### src/rtl/rr_mux_select_arbiter.sv
// Round-robin arbiter driving the 2-bit select of a downstream 4:1 mux.
// One grant at a time, with an idle cycle between grants and a hold timeout.
module rr_mux_select_arbiter #(
  parameter int HOLD_MAX = 8
) (
  input  logic       Clock,
  input  logic       Reset,
  input  logic [3:0] R,
  input  logic       Done,
  output logic [3:0] G,
  output logic [1:0] S,
  output logic       Valid,
  output logic       Timeout
);

  typedef enum logic {IDLE, BUSY} state_t;

  localparam logic [7:0] CNT_LAST = 8'(HOLD_MAX - 1);

  state_t     state;
  logic [1:0] ptr;
  logic [7:0] cnt;
  logic [1:0] win_idx;
  logic       rel_any;
  logic       rel_forced;

  // First requester found when scanning upward from the priority pointer.
  function automatic logic [1:0] rr_pick(input logic [3:0] req, input logic [1:0] start);
    logic [1:0] idx;
    logic       found;
    rr_pick = start;
    found   = 1'b0;
    for (int i = 0; i < 4; i++) begin
      idx = start + 2'(i);
      if (!found && req[idx]) begin
        rr_pick = idx;
        found   = 1'b1;
      end
    end
  endfunction

  always_comb begin
    win_idx    = rr_pick(R, ptr);
    rel_forced = 1'b0;
    rel_any    = 1'b0;
    if (Done || !R[S]) begin
      rel_any = 1'b1;
    end else if (cnt == CNT_LAST) begin
      rel_any    = 1'b1;
      rel_forced = 1'b1;
    end
  end

  always_ff @(posedge Clock) begin
    if (Reset) begin
      state   <= IDLE;
      ptr     <= 2'd0;
      cnt     <= 8'd0;
      G       <= 4'b0000;
      S       <= 2'd0;
      Valid   <= 1'b0;
      Timeout <= 1'b0;
    end else begin
      Timeout <= 1'b0;
      case (state)
        IDLE: begin
          // S is left alone while idle so the mux select never toggles.
          if (|R) begin
            G     <= 4'b0001 << win_idx;
            S     <= win_idx;
            Valid <= 1'b1;
            cnt   <= 8'd0;
            state <= BUSY;
          end else begin
            G     <= 4'b0000;
            Valid <= 1'b0;
          end
        end
        BUSY: begin
          if (rel_any) begin
            G       <= 4'b0000;
            Valid   <= 1'b0;
            ptr     <= S + 2'd1;
            Timeout <= rel_forced;
            state   <= IDLE;
          end else begin
            cnt <= cnt + 8'd1;
          end
        end
        default: begin
          state <= IDLE;
          G     <= 4'b0000;
          Valid <= 1'b0;
        end
      endcase
    end
  end

endmodule

### config.mk
export PLATFORM = sky130hd
export DESIGN_NAME = rr_mux_select_arbiter
export DESIGN_NICKNAME = d
export VERILOG_FILES = /design/src/rtl/rr_mux_select_arbiter.sv
export SDC_FILE = /design/constraint.sdc
export NUM_CORES = 1
export LEC_CHECK = 0
export BUFFER_PORTS_ARGS = -buffer_cell sky130_fd_sc_hd__buf_2
export CAP_MARGIN = 10
export CORE_ASPECT_RATIO = 0.7
export CORE_MARGIN = 2
export CORE_UTILIZATION = 40
export DETAILED_ROUTE_END_ITERATION = 6
export MAX_ROUTING_LAYER = met4
export PLACE_DENSITY = 0.65
export SLEW_MARGIN = 30
export SYNTH_ARGS = -nofsm -noshare
export SYNTH_HDL_FRONTEND = slang
export SYNTH_SLANG_ARGS = --single-unit
export TNS_END_PERCENT = 1
### constraint.sdc
create_clock -name Clock -period 3.33 [get_ports Clock]
set_input_delay 0.1665 -clock Clock [delete_from_list [all_inputs] [get_ports Clock]]
set_output_delay 0.1665 -clock Clock [all_outputs]
set_load 0.005 [all_outputs]
# After elaboration in Yosys (flattened, before gate mapping)
# Index checks and enable logic that the tools add are counted.
[totals]
regBits = 19
input_bits = 7
out_inout_bits = 8
word_cells = 66
[op_classes]
addsub = 5
order_cmp = 5
n_eq_ne = 4
n_shift = 1
n_mux = 29
bitwise_logic = 2
reduce_logical = 13
[op_table]
columns = ["cell", "count"]
rows = [
  ["8-bit two-way mux", 2],
  ["8-bit case mux with 2 select lines", 1],
  ["2-bit by 3-bit < comparator with 1-bit output (second input constant)", 5],
  ["1-bit two-way mux", 13],
  ["1-bit binary-select mux with 2-bit select", 5],
  ["8-bit by 1-bit adder with 8-bit output (second input constant)", 1],
  ["8-bit by 3-bit equality test with 1-bit output (second input constant)", 1],
  ["4-bit two-way mux", 2],
  ["4-bit case mux with 2 select lines", 1],
  ["4-bit OR reduction", 2],
  ["2-bit two-way mux", 3],
  ["2-bit AND reduction", 3],
  ["2-bit by 1-bit adder with 2-bit output (second input constant)", 2],
  ["2-bit adder (second input constant)", 2],
  ["1-bit logical NOT", 4],
  ["2-bit inequality test (second input constant)", 2],
  ["1-bit case mux with 2 select lines", 2],
  ["1-bit by 2-bit left shift with 4-bit output (first input constant)", 1],
  ["1-bit logical AND", 3],
  ["2-bit by 1-bit inequality test with 1-bit output (second input constant)", 1],
  ["1-bit inverter", 2],
  ["1-bit logical OR", 1],
]

# Longest topological paths before layout
# Gate-level depths: netlist (run 1).
[logic_depth]
word_depth = 15
mapped_depth = 6
ltp_nobuf = 5

# Worst setup path before layout (run 1)
# OpenSTA, ideal clock, no wires.
[synth_timing]
path_kind = "reg2reg"
from = "reg cnt[4]"
to = "reg ptr[0]"
setup_time_ps = 121
t_arrival_ps = 1837
required_ps = 3209
setup_slack_ps = 1372
stages_incl_launch_ff = 6
path_buffers = 1
synth_period_minus_slack_ps = 1958
cell_sequence = "dfxtp_1 > or4_1 > or3_1 > buf_6 > a21oi_1 > mux2_2"
[synth_via]
elab_chain_len = 4
[synth_rtl]
columns = ["element", "line_no", "rtl"]
rows = [
  ["start, declared", "22", "logic [7:0] cnt;"],
  ["start signal, assigned", "87", "cnt <= cnt + 8'd1;"],
  ["8-bit by 3-bit equality test with 1-bit output", "48", "end else if (cnt == CNT_LAST) begin"],
  ["1-bit two-way mux", "48", ""],
  ["1-bit two-way mux", "46", "if (Done || !R[S]) begin"],
  ["2-bit AND reduction (no line)", "--", ""],
  ["end signal, assigned", "83", "ptr <= S + 2'd1;"],
  ["end, declared", "21", "logic [1:0] ptr;"],
]
# No other way between the ends.
# A chain may end at the register's enable or synchronous reset.

# Worst setup path in the final report (run 1)
[layout_timing]
from = "reg cnt[4]"
to = "reg ptr[1]"
# The elaborated chain is that of the path after synthesis.

==> metrics.txt, run 1 <==
status completed; Critical Path Sink Type register; Final Skew between 0.004 and 0.005 ns; Synth Warn # 0; crit start category register; core area 2459 um2; CP Data Arrival Time 2.30 ns; ys flop type dfxtp_1; Comb power frac ~16%; hold buffers post-CTS 0; dpl cells 162; Nets approximately 140; Avg Cell Area, Syn approximately 8.7 um2; Clock Path Buffers 2; DP Worst Slack 1.189 ns; Synth area leaders dfxtp_1 37%, a21oi_1 6.3%, mux2_2 4.4%; critical path class reg -> reg; maximum vdd ir drop roughly 0.00025 V; path depth of the worst reg2reg path 4; WL/cell ~14 um; max incr delay on CP approximately 0.56 ns; DRT Wirelength roughly 2300 um; Routed Antenna Nets 0; largest net degree at the start of global routing 21; post-route insts no fill approximately 170; pwr dens between 400 and 500 nW/um2; clock network power share about a third; reg-to-reg setup timing slack around 1.2 ns; initial core utilization 41.88%; Post-CTS Resized 0; Mapped Area around 1000 um2; Tmin final 2.160 ns; IO Count 15; Hold Path Class in -> reg; clock edge transition at the registers on the reported setup and hold paths ~0.070 ns; Post-synth EDFFs 0; number of global-route vias before repair about 850; die area approximately 3000 um2; hold endpoint S[1]$_SDFFE_PP0P_; IO Port Bufs 14; slowest stage cell, crit path or4_1; crit-path leading delay family simple AND/OR/NAND/NOR gates; Worst-Skew Late Latency 0.26 ns; CTS buffer count 3; Worst Path Buf+Inv 0; initial antenna violation count 0; largest area contributor in the netlist dfxtp_1; R2R Path End ptr[1]$_SDFFE_PP0P_; final setup TNS 0 ns; grt total ovfl 0; Residual DRC 0; root buffer cell clkbuf_8; most numerous cell in the Yosys netlist dfxtp_1; CP Data Required Time between 3 and 4 ns; Slew headroom between 30% and 40%; TritonRoute pass-1 iters 4; Core Util, Final between 40% and 50%; starting DRC count in detailed routing just over 90; post-synth top area share a little under two fifths; drt via density 5.693; Cells after Synth around 120; Synth top cells by count 19 x dfxtp_1, 13 x a21oi_1, 7 x nand2_1; Flop pwr share about half; CTS tree built; fin. max-slew vios 0; RePlAce Congestion ~0.87; static leakage about 0.42 nW; # Post-CTS Setup Buffers 0; fraction of registers with async set/reset 0%; RSZ-0062 raised after global routing false; Die H between 40 and 50 um; Hold Violations, Final 0; max cap viols 0; FMAX ~460 MHz; FF-to-FF Start cnt[4]$_SDFFE_PP0P_; detailed-route via count ~950; GRT Util Overall ~18%; Setup WS post-layout about 1.2 ns; switching pwr ~0.13 mW; area grow syn2layout 12.27%; standard-cell row count 15; # clock sinks 19; register area share after synthesis 36.94%; hold depth 2; final setup violation count 0; Post-DP HPWL about 1700 um; Worst-Margin Slew around 1 ns; Synth Register Bits 19; Sw Ratio 26.69%; crit path cell chain or4_1 > or3_1 > a21oi_1 > mux2_2; final worst-path cycle share between 60% and 70%; Cell variety after synth 38; first-pass GRT wire length 3981 um; share of layout cells above drive strength 1 18.18%; Worst Path Max Fanout 9; number of diodes 0; HP Start Reset; Die Span X 64.65 um; htree depth 1; Pint 0.3541 mW; overall power 0.4830 mW; Post-Syn Nets roughly 130
-- sequential cells by signal, summed over array words and instances (netlist names) --
name     flops
G            4
S            2
Timeout      1
Valid        1
cnt          8
ptr          2
state        1
-- cells in the final DEF, fill, tap and decap left out, drive strengths merged, types with 2 or more instances in the layout --
master	n
or4	6
nand4b	2
nand2b	3
o21ai	4
clkbuf	3
nor3	2
a22oi	2
buf	14
o41ai	2
nand4	3
a21oi	13
dfxtp	19
nor3b	2
nor2b	5
nand2	7
nor2	5
o21bai	2
and2b	2
o211ai	3
mux2	4
inv	3
or3	4
nand3	3
o31ai	4
a22o	2
o32ai	2
-- how the worst max path moves through the flow --
stage	slack, ns	start	cells past startpoint	end
3_5_place_dp	1.19	cnt[4]$_SDFFE_PP0P_	4	ptr[0]$_SDFFE_PP0P_
5_1_grt	1.09	S[1]$_SDFFE_PP0P_	4	cnt[6]$_SDFFE_PP0P_
3_3_place_gp	1.30	cnt[4]$_SDFFE_PP0P_	4	ptr[0]$_SDFFE_PP0P_
2_1_floorplan	1.37	cnt[4]$_SDFFE_PP0P_	5	ptr[0]$_SDFFE_PP0P_
4_1_cts	1.19	cnt[4]$_SDFFE_PP0P_	4	ptr[0]$_SDFFE_PP0P_
6_report	1.17	cnt[4]$_SDFFE_PP0P_	4	ptr[1]$_SDFFE_PP0P_
-- cell type report --
| type | instances | area, um2 |
|---|---|---|
| Clock buffer | 3 | 41.29 |
| Clock inverter | 1 | 5.005 |
| Fill cell | 242 | 1303 |
| Inverter | 3 | 11.26 |
| Multi-Input combinational cell | 92 | 605.6 |
| Sequential cell | 19 | 380.4 |
| Tap cell | 34 | 42.54 |
| Timing Repair Buffer | 14 | 70.07 |
-- stage by stage --
| step | area [um2] | hold WS, ns |
|---|---|---|
| after floorplan | 1030 | 0.3850 |
| after global placement | 1110 | 0.4631 |
| after CTS | 1156 | 0.2986 |
| final | 1156 | 0.3002 |
| after global routing | 1156 | 0.3188 |
| after detailed placement | 1110 | 0.4612 |
-- layer usage --
layer	GRT usage, %	share of wire (%)
met1	25.41	51
met2	26.88	43
met3	4.401	6.1
met4	3.830	0
met5	-	0
-- kinds of logic after synthesis --
family,after synthesis,share of synthesized area [%]
adders and majority gates,1,1.215
DFF,19,36.94
and+or+nand+nor,48,27.71
xor gates and xnor gates,1,0.8507
muxes,4,4.374
AOI/OAI and AO/OA,38,24.67
buffers and inverters,7,4.253
-- power groups by stage --
stage | registers, mW | clock network, mW | logic (mW)
floorplan | 0.251 | 0 | 0.0506
global placement | 0.252 | 0 | 0.0731
detailed placement | 0.253 | 0 | 0.0745
CTS | 0.248 | 0.165 | 0.0749
global route | 0.250 | 0.176 | 0.0836
finish | 0.248 | 0.160 | 0.0755
Note: power is estimated with default switching activity, not from simulation.
==> run 2: changes to the inputs <==
- PLACE_DENSITY: 0.65 -> 0.68
- clock period: 3.33 -> 1.9 ns (I/O delays scaled with it)
==> run 2 against run 1 <==
Effect of this change: register-to-register slack worse by 1.1 ns; non-clock buffer count rose by 9; global-route usage barely moved; cell count rose by 5.4%; maximum frequency increased by 15%; clock skew shrank 0.0036 ns; worst setup slack got worse by 1.1 ns; count of clock-buffer cells in the layout rose by 1; via count grew 5.5%; sequential cell count unchanged; sequential power is 75% higher; die area did not move; critical path type unchanged; critical endpoint is now ptr[0]$_SDFFE_PP0P_; largest power group unchanged.
==> metrics.txt, run 2 (synthesized netlist as in run 1, its figures left out) <==
DRT Wirelength around 2600 um; slowest stage cell, crit path or4_4; crit-path leading delay family simple AND/OR/NAND/NOR gates; core area between 2000 and 2500 um2; crit path launch cnt[7]$_SDFFE_PP0P_; Tmin final 1.873 ns; first-pass GRT wire length about 4000 um; number of diodes 0; overall power 0.8697 mW; Levels on crit path 4; RSZ-0062 raised after global routing true; GRT Util Overall 18.22%; IO Port Bufs 14; detailed-route via count between 900 and 1000; status completed; TritonRoute pass-1 iters 4; most frequent cells in the layout 17 x dfxtp_1, 14 x buf_2, 12 x a21oi_1; critical path class reg -> reg; Worst Path Max Fanout 4; htree depth 1; Routed Antenna Nets 0; Final Skew 0.001208 ns; Die Span X between 60 and 70 um; maximum vdd ir drop about 0.00034 V; final setup violation count 0; # clock sinks 19; WL/cell approximately 15 um; root buffer cell clkbuf_8; FMAX between 500 and 600 MHz; largest net degree at the start of global routing 21; most common cell after layout, fill and taps aside dfxtp_1; final setup TNS 0 ns; initial antenna violation count 0; crit path to ptr[0]$_SDFFE_PP0P_; reg-to-reg setup timing slack ~0.027 ns; FF-to-FF Start cnt[7]$_SDFFE_PP0P_; share of layout cells above drive strength 1 roughly 28%; CP Data Arrival Time just over 2 ns; dpl cell area 1181 um2; Biggest register cnt; Core Util, Final slightly above 50%; path depth of the worst reg2reg path 4; fin. max-slew vios 0; standard-cell row count 15; hold buffers post-CTS 0; Top Registers cnt x8, G x4; max cap viols 0; initial core utilization between 40% and 50%; Hold Path Class in -> reg; starting DRC count in detailed routing 48; fin area between 1000 and 1500 um2; Clock Path Buffers 2; IO Count 15; crit start category register; crit path cell chain or4_4 > or3_4 > a21oi_4 > mux2_4; dpl cells 170; Slew headroom roughly three quarters; post-route insts no fill between 150 and 200; Residual DRC 0; Fill cells about 240; Nets 150; Worst-Skew Late Latency between 0.2 and 0.3 ns; number of global-route vias before repair 865; R2R Path End ptr[0]$_SDFFE_PP0P_; Critical Path Sink Type register; grt total ovfl 0; Post-DP HPWL about 1800 um; final worst-path cycle share 98.58%; Worst-Margin Slew roughly 0.36 ns; RePlAce Congestion slightly above 0.9; static leakage around 0.48 nW; area grow syn2layout 23.09%; die area roughly 3000 um2; max incr delay on CP 0.53 ns; CP Data Required Time a little over 2 ns; DP Worst Slack -0.07146 ns; Hold Violations, Final 0; CTS buffer count 3; max reg flops 8; pwr dens 686.2 nW/um2; Final Hold Slack 0.2496 ns; CTS tree built; Die H around 46 um; Worst Path Buf+Inv 0; Setup WS post-layout ~0.027 ns; clock edge transition at the registers on the reported setup and hold paths around 0.070 ns; drt via density ~5.7
run 2: changes by cell type in the layout (fill, tap and decap cells not counted), sizes merged:
cell | before | now
buf | 14 | 23
clkinv | 1 | 0
clkbuf | 3 | 4
run 2: final cells by class:
| type | count | area, um2 | area share (%) |
|---|---|---|---|
| timing repair buffer | 23 | 137.6 | 10.86 |
| clock buffer | 4 | 45.04 | 3.554 |
| tap | 34 | 42.54 | 3.356 |
| multi-input combinational | 92 | 648.1 | 51.14 |
| inverter | 3 | 11.26 | 0.8884 |
| sequential | 19 | 382.9 | 30.21 |
run 2: report_power, final:
group	internal, mW	switching, mW
combinational	0.0693	0.0835
sequential	0.416	0.0176
clock	0.149	0.134
run 2: worst min-delay path by stage:
stage                       startpoint                 end  slack (ns)  cells past startpoint
floorplan                         R[3]   S[1]$_SDFFE_PP0P_        0.31                      2
global placement    Valid$_SDFFE_PP0P_  Valid$_SDFFE_PP0P_        0.45                      2
global route                     Reset    state$_SDFF_PP0_        0.25                      2
finish                           Reset    state$_SDFF_PP0_        0.25                      2
detailed placement  Valid$_SDFFE_PP0P_  Valid$_SDFFE_PP0P_        0.47                      2
CTS                              Reset   S[0]$_SDFFE_PP0P_        0.23                      2
run 2: what timing repair did:
action / 4_1_cts / 5_1_grt
pin swaps: 3 / 3
resized for setup: 5 / 3
hold endpoints to repair: 0 / 0
setup endpoints to repair: 4 / 4
buffers inserted: 1 / 0
run 2: routing by layer:
metal	global-route usage [%]	vias up	part of all wire, %
met5	-	-	0
met4	2.553	0	0
met3	5.134	0	7.3
met2	25.83	50	43
met1	26.18	451	50
li1	-	496	-
